### config.mk
export PLATFORM = sky130hd
export DESIGN_NAME = bus_uart
export DESIGN_NICKNAME = d
export VERILOG_FILES = /design/src/rtl/bus_uart_pkg.sv /design/src/rtl/bus_uart_sync_fifo.sv /design/src/rtl/bus_uart.sv
export SDC_FILE = /design/constraint.sdc
export NUM_CORES = 1
export LEC_CHECK = 0
export CAP_MARGIN = 25
export CORE_MARGIN = 3
export CORE_UTILIZATION = 52
export CTS_CLUSTER_SIZE = 20
export DETAILED_ROUTE_END_ITERATION = 12
export PLACE_DENSITY = 0.83
export SETUP_SLACK_MARGIN = 0.4
export SLEW_MARGIN = 20
export SYNTH_ARGS = -nofsm -noshare
export SYNTH_HDL_FRONTEND = slang
export SYNTH_SLANG_ARGS = --single-unit
### constraint.sdc
create_clock -name clk -period 2.71 [get_ports clk]
set_clock_uncertainty 0.2 [all_clocks]
set_input_delay 0.542 -clock clk [delete_from_list [all_inputs] [get_ports clk]]
set_output_delay 0.542 -clock clk [all_outputs]
set_load 0.05 [all_outputs]
### src/rtl/bus_uart_pkg.sv
// bus_uart_pkg: definitions shared by the bus_uart peripheral.
//   - register select codes (addr[3:2])
//   - STATUS register bit positions
//   - serial FSM state type, shared by the transmitter and the receiver
//   - divisor helper
package bus_uart_pkg;

    localparam logic [1:0] REG_DATA   = 2'd0;
    localparam logic [1:0] REG_STATUS = 2'd1;
    localparam logic [1:0] REG_CLKDIV = 2'd2;

    localparam int ST_TX_FULL   = 0;
    localparam int ST_TX_EMPTY  = 1;
    localparam int ST_RX_VALID  = 2;
    localparam int ST_RX_OVR    = 3;
    localparam int ST_TX_BUSY   = 4;
    localparam int ST_TX_DROP   = 5;
    localparam int ST_FRAME_ERR = 6;
    localparam int ST_W         = 7;

    typedef enum logic [1:0] {IDLE, START, DATA, STOP} uart_state_t;

    // A programmed divisor of 0 behaves as 1 cycle per bit.
    function automatic logic [15:0] eff_div(input logic [15:0] d);
        return (d == 16'd0) ? 16'd1 : d;
    endfunction

endpackage

### src/rtl/bus_uart_sync_fifo.sv
// sync_fifo: single-clock FIFO with combinational read data (dout shows the
// head entry whenever empty=0).
// Ports:
//   clk, rst     clock, synchronous active-high reset (pointers only)
//   push, din    write request and data; accepted when not full, or when a
//                pop happens in the same cycle
//   pop, dout    read request and head data; ignored when empty
//   full, empty  status from pointer comparison
module sync_fifo #(
    parameter int WIDTH = 8,
    parameter int DEPTH = 16
) (
    input  logic             clk,
    input  logic             rst,
    input  logic             push,
    input  logic             pop,
    input  logic [WIDTH-1:0] din,
    output logic [WIDTH-1:0] dout,
    output logic             full,
    output logic             empty
);
    localparam int AW = $clog2(DEPTH);

    // One extra pointer bit distinguishes full from empty when the
    // index bits match.
    logic [AW:0]      wptr_q, wptr_d;
    logic [AW:0]      rptr_q, rptr_d;
    logic [WIDTH-1:0] mem_q [DEPTH];
    logic             push_ok;
    logic             pop_ok;

    assign empty = (wptr_q == rptr_q);
    assign full  = (wptr_q[AW] != rptr_q[AW]) && (wptr_q[AW-1:0] == rptr_q[AW-1:0]);
    assign dout  = mem_q[rptr_q[AW-1:0]];

    // A pop while full frees the slot in the same cycle, so the push lands.
    assign pop_ok  = pop && !empty;
    assign push_ok = push && (!full || pop_ok);

    always_comb begin
        wptr_d = wptr_q;
        rptr_d = rptr_q;
        if (push_ok) wptr_d = wptr_q + (AW+1)'(1);
        if (pop_ok)  rptr_d = rptr_q + (AW+1)'(1);
    end

    always_ff @(posedge clk) begin
        if (rst) begin
            wptr_q <= '0;
            rptr_q <= '0;
        end else begin
            wptr_q <= wptr_d;
            rptr_q <= rptr_d;
        end
    end

    always_ff @(posedge clk) begin
        if (push_ok) mem_q[wptr_q[AW-1:0]] <= din;
    end

endmodule

### src/rtl/bus_uart.sv
// bus_uart: memory-mapped 8N1 UART on a bus_hub_2 device port.
//   +0 DATA   : write pushes a TX byte, read returns {rx_valid, rx_byte}
//   +4 STATUS : read-only flags, read clears TX_DROP and FRAME_ERR
//   +8 CLKDIV : clk cycles per bit, [15:0], byte-maskable
// Ports:
//   clk, rst                      clock, synchronous active-high reset
//   addr, wdata, wmask, ren, wen  hub request
//   rdata, ready                  registered response, one cycle after request
//   active                        combinational address decode hit
//   tx, rx                        serial lines (rx is asynchronous)
module bus_uart
    import bus_uart_pkg::*;
#(
    parameter logic [31:0] BASE_ADDR   = 32'h0001_0000,
    parameter int          FIFO_DEPTH  = 16,
    parameter logic [15:0] DEFAULT_DIV = 16'd217
) (
    input  logic        clk,
    input  logic        rst,
    input  logic [31:0] addr,
    input  logic [31:0] wdata,
    input  logic [3:0]  wmask,
    input  logic        ren,
    input  logic        wen,
    output logic [31:0] rdata,
    output logic        ready,
    output logic        active,
    output logic        tx,
    input  logic        rx
);
    logic [1:0]  sel;
    logic        rd_req, wr_req;
    logic [15:0] div_eff;
    logic        fifo_push, fifo_pop, fifo_full, fifo_empty;
    logic [7:0]  fifo_dout;
    logic [ST_W-1:0] status;
    logic        unused_ok;

    uart_state_t tx_state_q, tx_state_d, rx_state_q, rx_state_d;
    logic [15:0] tx_cnt_q, tx_cnt_d, rx_cnt_q, rx_cnt_d, clkdiv_q, clkdiv_d, rx_half;
    logic [2:0]  tx_bit_q, tx_bit_d, rx_bit_q, rx_bit_d;
    logic [7:0]  tx_shift_q, tx_shift_d, rx_shift_q, rx_shift_d, rx_byte_q, rx_byte_d;
    logic        tx_q, tx_d, rx_s1_q, rx_s2_q, rx_prev_q, rx_done, rx_ferr;
    logic        rx_valid_q, rx_valid_d, rx_ovr_q, rx_ovr_d;
    logic        tx_drop_q, tx_drop_d, frame_err_q, frame_err_d;
    logic        ready_q, ready_d;
    logic [31:0] rdata_q, rdata_d;

    assign active    = (addr >= BASE_ADDR) && (addr < BASE_ADDR + 32'd12);
    assign sel       = addr[3:2];
    assign rd_req    = ren && active;
    assign wr_req    = wen && active;
    assign div_eff   = eff_div(clkdiv_q);
    assign fifo_push = wr_req && (sel == REG_DATA) && wmask[0];
    assign rdata     = rdata_q;
    assign ready     = ready_q;
    assign tx        = tx_q;
    assign unused_ok = ^{wdata[31:16], wmask[3:2]};

    sync_fifo #(.WIDTH(8), .DEPTH(FIFO_DEPTH)) u_tx_fifo (
        .clk  (clk),
        .rst  (rst),
        .push (fifo_push),
        .pop  (fifo_pop),
        .din  (wdata[7:0]),
        .dout (fifo_dout),
        .full (fifo_full),
        .empty(fifo_empty)
    );

    // Transmitter: every state holds for div_eff cycles; the divisor is
    // reloaded at each bit boundary so CLKDIV writes apply from the next bit.
    always_comb begin
        tx_state_d = tx_state_q;
        tx_cnt_d   = tx_cnt_q;
        tx_bit_d   = tx_bit_q;
        tx_shift_d = tx_shift_q;
        tx_d       = tx_q;
        fifo_pop   = 1'b0;
        if (tx_state_q == IDLE) begin
            if (!fifo_empty) begin
                fifo_pop   = 1'b1;
                tx_state_d = START;
                tx_shift_d = fifo_dout;
                tx_cnt_d   = div_eff - 16'd1;
                tx_d       = 1'b0;
            end
        end else if (tx_cnt_q != 16'd0) begin
            tx_cnt_d = tx_cnt_q - 16'd1;
        end else begin
            tx_cnt_d = div_eff - 16'd1;
            case (tx_state_q)
                START: begin
                    tx_state_d = DATA;
                    tx_bit_d   = 3'd0;
                    tx_d       = tx_shift_q[0];
                    tx_shift_d = {1'b0, tx_shift_q[7:1]};
                end
                DATA: begin
                    if (tx_bit_q == 3'd7) begin
                        tx_state_d = STOP;
                        tx_d       = 1'b1;
                    end else begin
                        tx_bit_d   = tx_bit_q + 3'd1;
                        tx_d       = tx_shift_q[0];
                        tx_shift_d = {1'b0, tx_shift_q[7:1]};
                    end
                end
                STOP: begin
                    // Chain straight into the next frame when data is queued.
                    if (!fifo_empty) begin
                        fifo_pop   = 1'b1;
                        tx_state_d = START;
                        tx_shift_d = fifo_dout;
                        tx_d       = 1'b0;
                    end else begin
                        tx_state_d = IDLE;
                        tx_d       = 1'b1;
                    end
                end
                default: tx_state_d = IDLE;
            endcase
        end
    end

    // Receiver: START waits half a bit to land all later samples mid-bit.
    always_comb begin
        rx_state_d = rx_state_q;
        rx_cnt_d   = rx_cnt_q;
        rx_bit_d   = rx_bit_q;
        rx_shift_d = rx_shift_q;
        rx_done    = 1'b0;
        rx_ferr    = 1'b0;
        rx_half    = div_eff >> 1;
        case (rx_state_q)
            IDLE: begin
                if (rx_prev_q && !rx_s2_q) begin
                    rx_state_d = START;
                    rx_cnt_d   = (rx_half == 16'd0) ? 16'd0 : rx_half - 16'd1;
                end
            end
            START: begin
                if (rx_cnt_q != 16'd0) begin
                    rx_cnt_d = rx_cnt_q - 16'd1;
                end else if (rx_s2_q) begin
                    rx_state_d = IDLE;
                end else begin
                    rx_state_d = DATA;
                    rx_bit_d   = 3'd0;
                    rx_cnt_d   = div_eff - 16'd1;
                end
            end
            DATA: begin
                if (rx_cnt_q != 16'd0) begin
                    rx_cnt_d = rx_cnt_q - 16'd1;
                end else begin
                    rx_shift_d = {rx_s2_q, rx_shift_q[7:1]};
                    rx_cnt_d   = div_eff - 16'd1;
                    if (rx_bit_q == 3'd7) rx_state_d = STOP;
                    else                  rx_bit_d   = rx_bit_q + 3'd1;
                end
            end
            STOP: begin
                if (rx_cnt_q != 16'd0) begin
                    rx_cnt_d = rx_cnt_q - 16'd1;
                end else begin
                    rx_state_d = IDLE;
                    rx_done    = rx_s2_q;
                    rx_ferr    = !rx_s2_q;
                end
            end
            default: rx_state_d = IDLE;
        endcase
    end

    // Register file; read clears are applied before event sets so a
    // completion or error in the same cycle as the clearing read survives.
    always_comb begin
        status                = '0;
        status[ST_TX_FULL]    = fifo_full;
        status[ST_TX_EMPTY]   = fifo_empty;
        status[ST_RX_VALID]   = rx_valid_q;
        status[ST_RX_OVR]     = rx_ovr_q;
        status[ST_TX_BUSY]    = (tx_state_q != IDLE) || !fifo_empty;
        status[ST_TX_DROP]    = tx_drop_q;
        status[ST_FRAME_ERR]  = frame_err_q;

        rx_valid_d  = rx_valid_q;
        rx_ovr_d    = rx_ovr_q;
        rx_byte_d   = rx_byte_q;
        tx_drop_d   = tx_drop_q;
        frame_err_d = frame_err_q;
        clkdiv_d    = clkdiv_q;

        if (rd_req && (sel == REG_DATA)) begin
            rx_valid_d = 1'b0;
            rx_ovr_d   = 1'b0;
        end
        if (rd_req && (sel == REG_STATUS)) begin
            tx_drop_d   = 1'b0;
            frame_err_d = 1'b0;
        end
        if (rx_done) begin
            rx_byte_d  = rx_shift_q;
            rx_valid_d = 1'b1;
            if (rx_valid_q && !(rd_req && (sel == REG_DATA))) rx_ovr_d = 1'b1;
        end
        if (rx_ferr) frame_err_d = 1'b1;
        if (fifo_push && fifo_full && !fifo_pop) tx_drop_d = 1'b1;
        if (wr_req && (sel == REG_CLKDIV)) begin
            if (wmask[0]) clkdiv_d[7:0]  = wdata[7:0];
            if (wmask[1]) clkdiv_d[15:8] = wdata[15:8];
        end

        ready_d = rd_req || wr_req;
        rdata_d = '0;
        if (ready_d) begin
            case (sel)
                REG_DATA:   rdata_d = {23'b0, rx_valid_q, rx_byte_q};
                REG_STATUS: rdata_d = {{(32-ST_W){1'b0}}, status};
                REG_CLKDIV: rdata_d = {16'b0, clkdiv_q};
                default:    rdata_d = '0;
            endcase
        end
    end

    always_ff @(posedge clk) begin
        if (rst) begin
            tx_state_q  <= IDLE;
            tx_cnt_q    <= '0;
            tx_bit_q    <= '0;
            tx_q        <= 1'b1;
            rx_state_q  <= IDLE;
            rx_cnt_q    <= '0;
            rx_bit_q    <= '0;
            rx_s1_q     <= 1'b1;
            rx_s2_q     <= 1'b1;
            rx_prev_q   <= 1'b1;
            rx_valid_q  <= 1'b0;
            rx_ovr_q    <= 1'b0;
            tx_drop_q   <= 1'b0;
            frame_err_q <= 1'b0;
            clkdiv_q    <= DEFAULT_DIV;
            ready_q     <= 1'b0;
            rdata_q     <= '0;
        end else begin
            tx_state_q  <= tx_state_d;
            tx_cnt_q    <= tx_cnt_d;
            tx_bit_q    <= tx_bit_d;
            tx_q        <= tx_d;
            rx_state_q  <= rx_state_d;
            rx_cnt_q    <= rx_cnt_d;
            rx_bit_q    <= rx_bit_d;
            rx_s1_q     <= rx;
            rx_s2_q     <= rx_s1_q;
            rx_prev_q   <= rx_s2_q;
            rx_valid_q  <= rx_valid_d;
            rx_ovr_q    <= rx_ovr_d;
            tx_drop_q   <= tx_drop_d;
            frame_err_q <= frame_err_d;
            clkdiv_q    <= clkdiv_d;
            ready_q     <= ready_d;
            rdata_q     <= rdata_d;
        end
    end

    always_ff @(posedge clk) begin
        tx_shift_q <= tx_shift_d;
        rx_shift_q <= rx_shift_d;
        rx_byte_q  <= rx_byte_d;
    end

endmodule

## Word level (Yosys, flattened, before mapping)

Memories as Yosys holds them, arrays and structs flattened. A register that Yosys moved wholly into a read port is not among the register bits.
Index checks and enable logic that the tools add are counted.

| cells by class | value |
|---|---|
| $add $sub $neg | 8 |
| $lt $le $gt $ge | 2 |
| equal/unequal tests | 27 |
| multiplexer cells | 63 |
| bitwise gates (word level) | 4 |
| reductions and logical operators | 48 |

Operators by type and width:

| cell | count |
|---|---|
| $mux W16 | 10 |
| $pmux W16 S4 | 1 |
| $pmux W16 S3 | 1 |
| $sub A16 B1 Y16 const B | 3 |
| $ge A32 B17 Y1 const B | 1 |
| $logic_not A16 Y1 | 2 |
| $lt A32 B17 Y1 const B | 1 |
| $mux W8 | 4 |
| $reduce_bool A16 Y1 | 2 |
| $mux W1 | 24 |
| $pmux W8 S3 | 1 |
| $ne A2 B2 Y1 const B | 11 |
| $mux W2 | 10 |
| $sub A15 B1 Y16 const B | 1 |
| $logic_and A1 B1 Y1 | 15 |
| $mux W3 | 5 |
| $pmux W3 S2 | 2 |
| $reduce_and A3 Y1 | 4 |
| $reduce_bool A2 Y1 | 6 |
| $add A5 B1 Y5 const B | 2 |
| $eq A2 B2 Y1 const B | 5 |
| $reduce_and A5 Y1 | 2 |
| $ne A3 B3 Y1 const B | 3 |
| $mux W4 | 2 |
| other kinds (17) | 34 |

| storage, ports and cells | value |
|---|---|
| register bits | 133 |
| bits in writable memories | 128 |
| bits of input ports | 73 |
| output and inout port bits | 35 |
| word-level logic and storage cells | 176 |
| memories | 1 |

Memories:

| memory | words | bits a word | read ports | clocked after memory_dff | wr ports | line | RTL |
|---|---|---|---|---|---|---|---|
| u_tx_fifo.mem_q | 16 | 8 | 1 | 1 | 1 | bus_uart_sync_fifo.sv:28 | `logic [WIDTH-1:0] mem_q [DEPTH];` |

## Longest topological paths before layout

| logic depth | value |
|---|---|
| depth in word-level cells | 10 |
| depth in mapped cells | 10 |
| depth with buffers taken out | 9 |

## Cells and area by module

Synthesis repeated with hierarchy kept, for this count alone.

| unflattened totals | value |
|---|---|
| cell total of the unflattened synthesis | 968 |
| area, all modules | 11802.6 um^2 |

Modules (own cells, without submodules):

| module | times used | cells an instance | area each (um^2) | seq. area each (um^2) |
|---|---|---|---|---|
| bus_uart | 1 | 705 | 6097.1 | 2382.3 |
| sync_fifo | 1 | 263 | 5705.5 | 4124.0 |

## Least setup slack after synthesis

OpenSTA, ideal clock, no wires.

| timing path | value |
|---|---|
| path type | input -> register |
| from | input port addr[23] |
| to | register clkdiv_q[0] |
| library setup time | 0.122 ns |
| data arrival time | 2.566 ns |
| data required time | 2.388 ns |
| setup slack | -0.178 ns |
| cell stages on the path | 7 |
| buffers on the path | 1 |
| path through | nor4b_1 -> nand4_1 -> nor2_1 -> and4_1 -> buf_2 -> mux2i_1 -> nand2_1 |

| between the ends | value |
|---|---|
| word-level cells in the longest chain between the ends | 5 |
| elaborated cells on any way between the ends | 6 |
| classes of those cells | order compare: 2; reduce/logical: 4 |

RTL lines:

| item | line | RTL |
|---|---|---|
| start, declared | bus_uart.sv:20 | `input logic [31:0] addr,` |
| $ge A32 B17 Y1 / $lt A32 B17 Y1 (equally long branches) | bus_uart.sv:49 | `assign active = (addr >= BASE_ADDR) && (addr < BASE_ADDR + 32'd12);` |
| $logic_and A1 B1 Y1 * | bus_uart.sv:49 |  |
| net active | bus_uart.sv:27 | `output logic active,` |
| $logic_and A1 B1 Y1 * | bus_uart.sv:52 | `assign wr_req = wen && active;` |
| $logic_and A1 B1 Y1 * | bus_uart.sv:210 | `if (wr_req && (sel == REG_CLKDIV)) begin` |
| $reduce_and A2 Y1 (no line) * | -- |  |
| end signal, assigned | bus_uart.sv:261 | `clkdiv_q <= clkdiv_d;` |
| end, declared | bus_uart.sv:40 | `logic [15:0] tx_cnt_q, tx_cnt_d, rx_cnt_q, rx_cnt_d, clkdiv_q, clkdiv_d, rx_half;` |

Mark *: on every way through the listed nets, which the timed path passes. The rest lies on a longest branch.
A chain may end at the register's enable or synchronous reset.

## Final worst setup path

| timing path | value |
|---|---|
| from | register clkdiv_q[11] |
| to | register rx_cnt_q[6] |

| between the ends | value |
|---|---|
| word-level cells in the longest chain between the ends | 6 |
| elaborated cells on any way between the ends | 11 |
| classes of those cells | add/sub: 2; mux: 7; reduce/logical: 2 |

RTL lines:

| item | line | RTL |
|---|---|---|
| $logic_not A16 Y1 | bus_uart_pkg.sv:25 | `return (d == 16'd0) ? 16'd1 : d;` |
| $mux W16 * | bus_uart_pkg.sv:25 |  |
| $sub A16 B1 Y16 (tied with other cells) | bus_uart.sv:150, bus_uart.sv:158 |  |
| $mux W16 (on tied branches) | bus_uart.sv:145, bus_uart.sv:139 |  |
| $mux W16 (on tied branches) | bus_uart.sv:143, bus_uart.sv:137 |  |
| $pmux W16 S4 * | bus_uart.sv:135 | `case (rx_state_q)` |
| end signal, assigned | bus_uart.sv:252 | `rx_cnt_q <= rx_cnt_d;` |
| end, declared | bus_uart.sv:40 |  |

Mark *: on every way between the ends. The rest lies on a longest branch, timed or not. The select of a mux whose other input is x is not followed.

==> flow_summary.json <==
{
  "via_per_inst": 6.52,
  "syn_area_per_cell_um2": 12.2,
  "cts_sinks": 249,
  "ys_seq_area_share_pct": 55.9,
  "yosys.area.top_type": "edfxtp_1",
  "cts_root_buf": "clkbuf_16",
  "vias": 9115,
  "final-hold-violation-count": 0,
  "path_clk_slew_ns": 0.07,
  "design_area_um2": 14800,
  "dp_hpwl_um": 19400,
  "place_congestion": 0.907,
  "area.sequential_um2": 6540,
  "cts_tree": "done",
  "crit_path_end_kind": "flip-flop",
  "clk_latency_ns": 0.55,
  "synth_enable_flop_cells": 152,
  "rsz0062_at_grt": "yes",
  "critPathLaunchType": "flip-flop",
  "synthFlopType": "edfxtp_1",
  "pre_cts_slack_ns": -0.420,
  "setup_viol": 0,
  "pwr_density_cell_nw_per_um2": 734,
  "grt_pass1_wl_um": 47900,
  "worstPathArrival_ns": 2.81,
  "crit_type": "flip-flop to flip-flop",
  "synthTopCellsByCount": "edfxtp_1 (152), dfxtp_1 (97), nor2_1 (93)",
  "cts.htree.levels": 1,
  "start_util_pct": 53.1,
  "track_usage_pct": 25.2,
  "ys_warn_count": 0,
  "avgRoutedWirePerCell_um": 24.3,
  "synth_most_common_cell": "edfxtp_1",
  "finalNetCount": 1198,
  "fin_crit_sh_pct": 96.0,
  "fin_cells": 1399,
  "diodes": 0,
  "crit-reg2reg-capture": "rx_cnt_q[6]",
  "io_pins": 108,
  "r2r_cells": 11,
  "status": "finished clean",
  "reg2reg_setup_slack_ns": 0.11,
  "mappedNetlistArea_um2": 11600,
  "multiInputGateArea_um2": 5370,
  "io_buffers": 71,
  "syn_to_final_growth_pct": 26.9,
  "rows": 54,
  "dpl_cell_area_um2": 13100,
  "die_w_um": 156,
  "numCtsBuffers": 24,
  "num-fill-cells": 1407,
  "postRouteAntennaNets": 0,
  "drive_gt1_share_pct": 31.4,
  "drcViolationCount": 0,
  "drt_wl_total_um": 34100,
  "r2r-start": "clkdiv_q[11]",
  "dieArea_um2": 24200,
  "slew_violations": 0,
  "setup_slack_ns": 0.108,
  "dieHeight_um": 156,
  "grt-ovfl-total": 0,
  "grt_pass1_vias": 8591,
  "yosysTopAreaCellShare_pct": 39.2,
  "cp-startpoint": "clkdiv_q[11]",
  "antenna_found_initial": 0,
  "netlist_instances": 950,
  "cp_max_fo": 5,
  "crit_end": "rx_cnt_q[6]",
  "synth-seq-cells": 249,
  "ir_drop_mv": 0.635,
  "core-area_um2": 21900,
  "hp-class": "flip-flop to flip-flop",
  "firstDrtPassIters": 6,
  "cts_max_path_buffers": 3,
  "synth.lib_cells_used.distinct": 75,
  "crit_required_ns": 2.92,
  "grt_max_degree": 30,
  "synthArstFlopShare_pct": 0,
  "worstMarginPinSlew_ns": 0.938,
  "synth_area_leaders": "edfxtp_1 (39%), dfxtp_1 (17%), mux4_2 (7.7%), nor2_1 (3.0%), mux2i_1 (2.8%)",
  "min_period_ns": 2.60,
  "slew_headroom_pct": 36.8,
  "p_leak_nw": 5.32,
  "drv_cap": 0,
  "placed_cells": 1316,
  "max_freq_ghz": 0.384,
  "drtIter0Drc": 1294,
  "finalPower_mw": 10.8
}
cell usage in the layout, fill, tap and decap left out, drive strengths merged, types with 8 or more instances in the layout:
cell             n
buf            109
nand4           10
nor3            25
dlygate4sd2     18
clkinv          11
nor4            22
nand3           18
a21oi           53
xor2            25
and3            21
clkbuf          47
nor2            93
dfxtp           97
xnor2           17
a2bb2oi          8
edfxtp         152
clkdlybuf4s50   21
o22ai            8
conb            16
o21ai           38
nor2b           11
mux4            40
mux2i           32
ha              24
inv             22
nand2           64
and2            13
where the power goes:
group	total [mW]	switching (mW)	internal [mW]
registers	4.41	0.204	4.20
logic	2.87	1.59	1.29
clock network	3.55	1.51	2.04
total	10.8	3.30	7.53
cell families after synthesis:
logic type                 share of synthesized area, %
and+or+nand+nor                                    14.3
xor gates and xnor gates                           3.16
adders and majority gates                          2.58
DFF                                                55.9
other                                            0.0322
muxes                                              10.6
AOI/OAI and AO/OA                                  9.47
buffers and inverters                              3.90
final cells by class:
class,instances,share of cell area (%)
flip-flops and latches,249,44.3
multi-input cells,629,36.3
repair buffers,174,10.7
clock buffers,29,4.47
well taps,280,2.37
clock inverters,15,1.21
inverters,23,0.627
worst min path at each step:
stage	from	end	slack, ns	depth (start not counted)
after floorplan	rx_s1_q	rx_s2_q	0.19	1
after global placement	rx_s1_q	rx_s2_q	0.19	1
after detailed placement	rx_s1_q	rx_s2_q	0.19	1
after CTS	rx_s1_q	rx_s2_q	0.23	1
after global routing	rx_s1_q	rx_s2_q	0.24	1
final	rx_s1_q	rx_s2_q	0.23	1
routing by layer:
metal / GRT usage [%] / up-vias / routed length, um
met5: 0 / - / 0
met4: 8.34 / 0 / 1630
met3: 5.46 / 174 / 3660
met2: 41.9 / 728 / 16100
met1: 33.3 / 4391 / 12600
li1: - / 3822 / -
what timing repair did:
item,4_1_cts,5_1_grt
hold buffers,0,0
resized for setup,89,131
buffers inserted,20,15
pin swaps,25,46
cloned,2,2
endpoints found under the setup margin,190,187
metrics by stage:
step	setup TNS, ns	utilization, %	hold slack (ns)
after global placement	-32.33	60.1	0.190
after floorplan	0	-	0.189
final	0	67.4	0.229
after CTS	0	65.2	0.233
after global routing	0	67.4	0.241
after detailed placement	-54.96	60.1	0.195
state kept, by name, indices dropped and copies added (netlist names), 2 cells and up, named ones only:
signal and cells:
rx_bit_q 3, tx_shift_q 8, rx_byte_q 8, u_tx_fifo.mem_q 128, u_tx_fifo.rptr_q 5, u_tx_fifo.wptr_q 5, clkdiv_q 16, rdata 16
tx_cnt_q 16, rx_cnt_q 16, tx_bit_q 3, rx_shift_q 8, tx_state_q 2
worst max-delay path, stage by stage (launching register included):
cell     delay (ns)
dfxtp_2        0.33
nor4_4         0.40
a41oi_2        0.20
ha_2           0.22
nor4b_4        0.13
buf_6          0.15
buf_6          0.12
nor2b_4        0.12
xnor2_2        0.18
o22ai_1        0.13
o21ai_1        0.18
a21oi_1        0.10
Power figures use the tool's default switching activity.
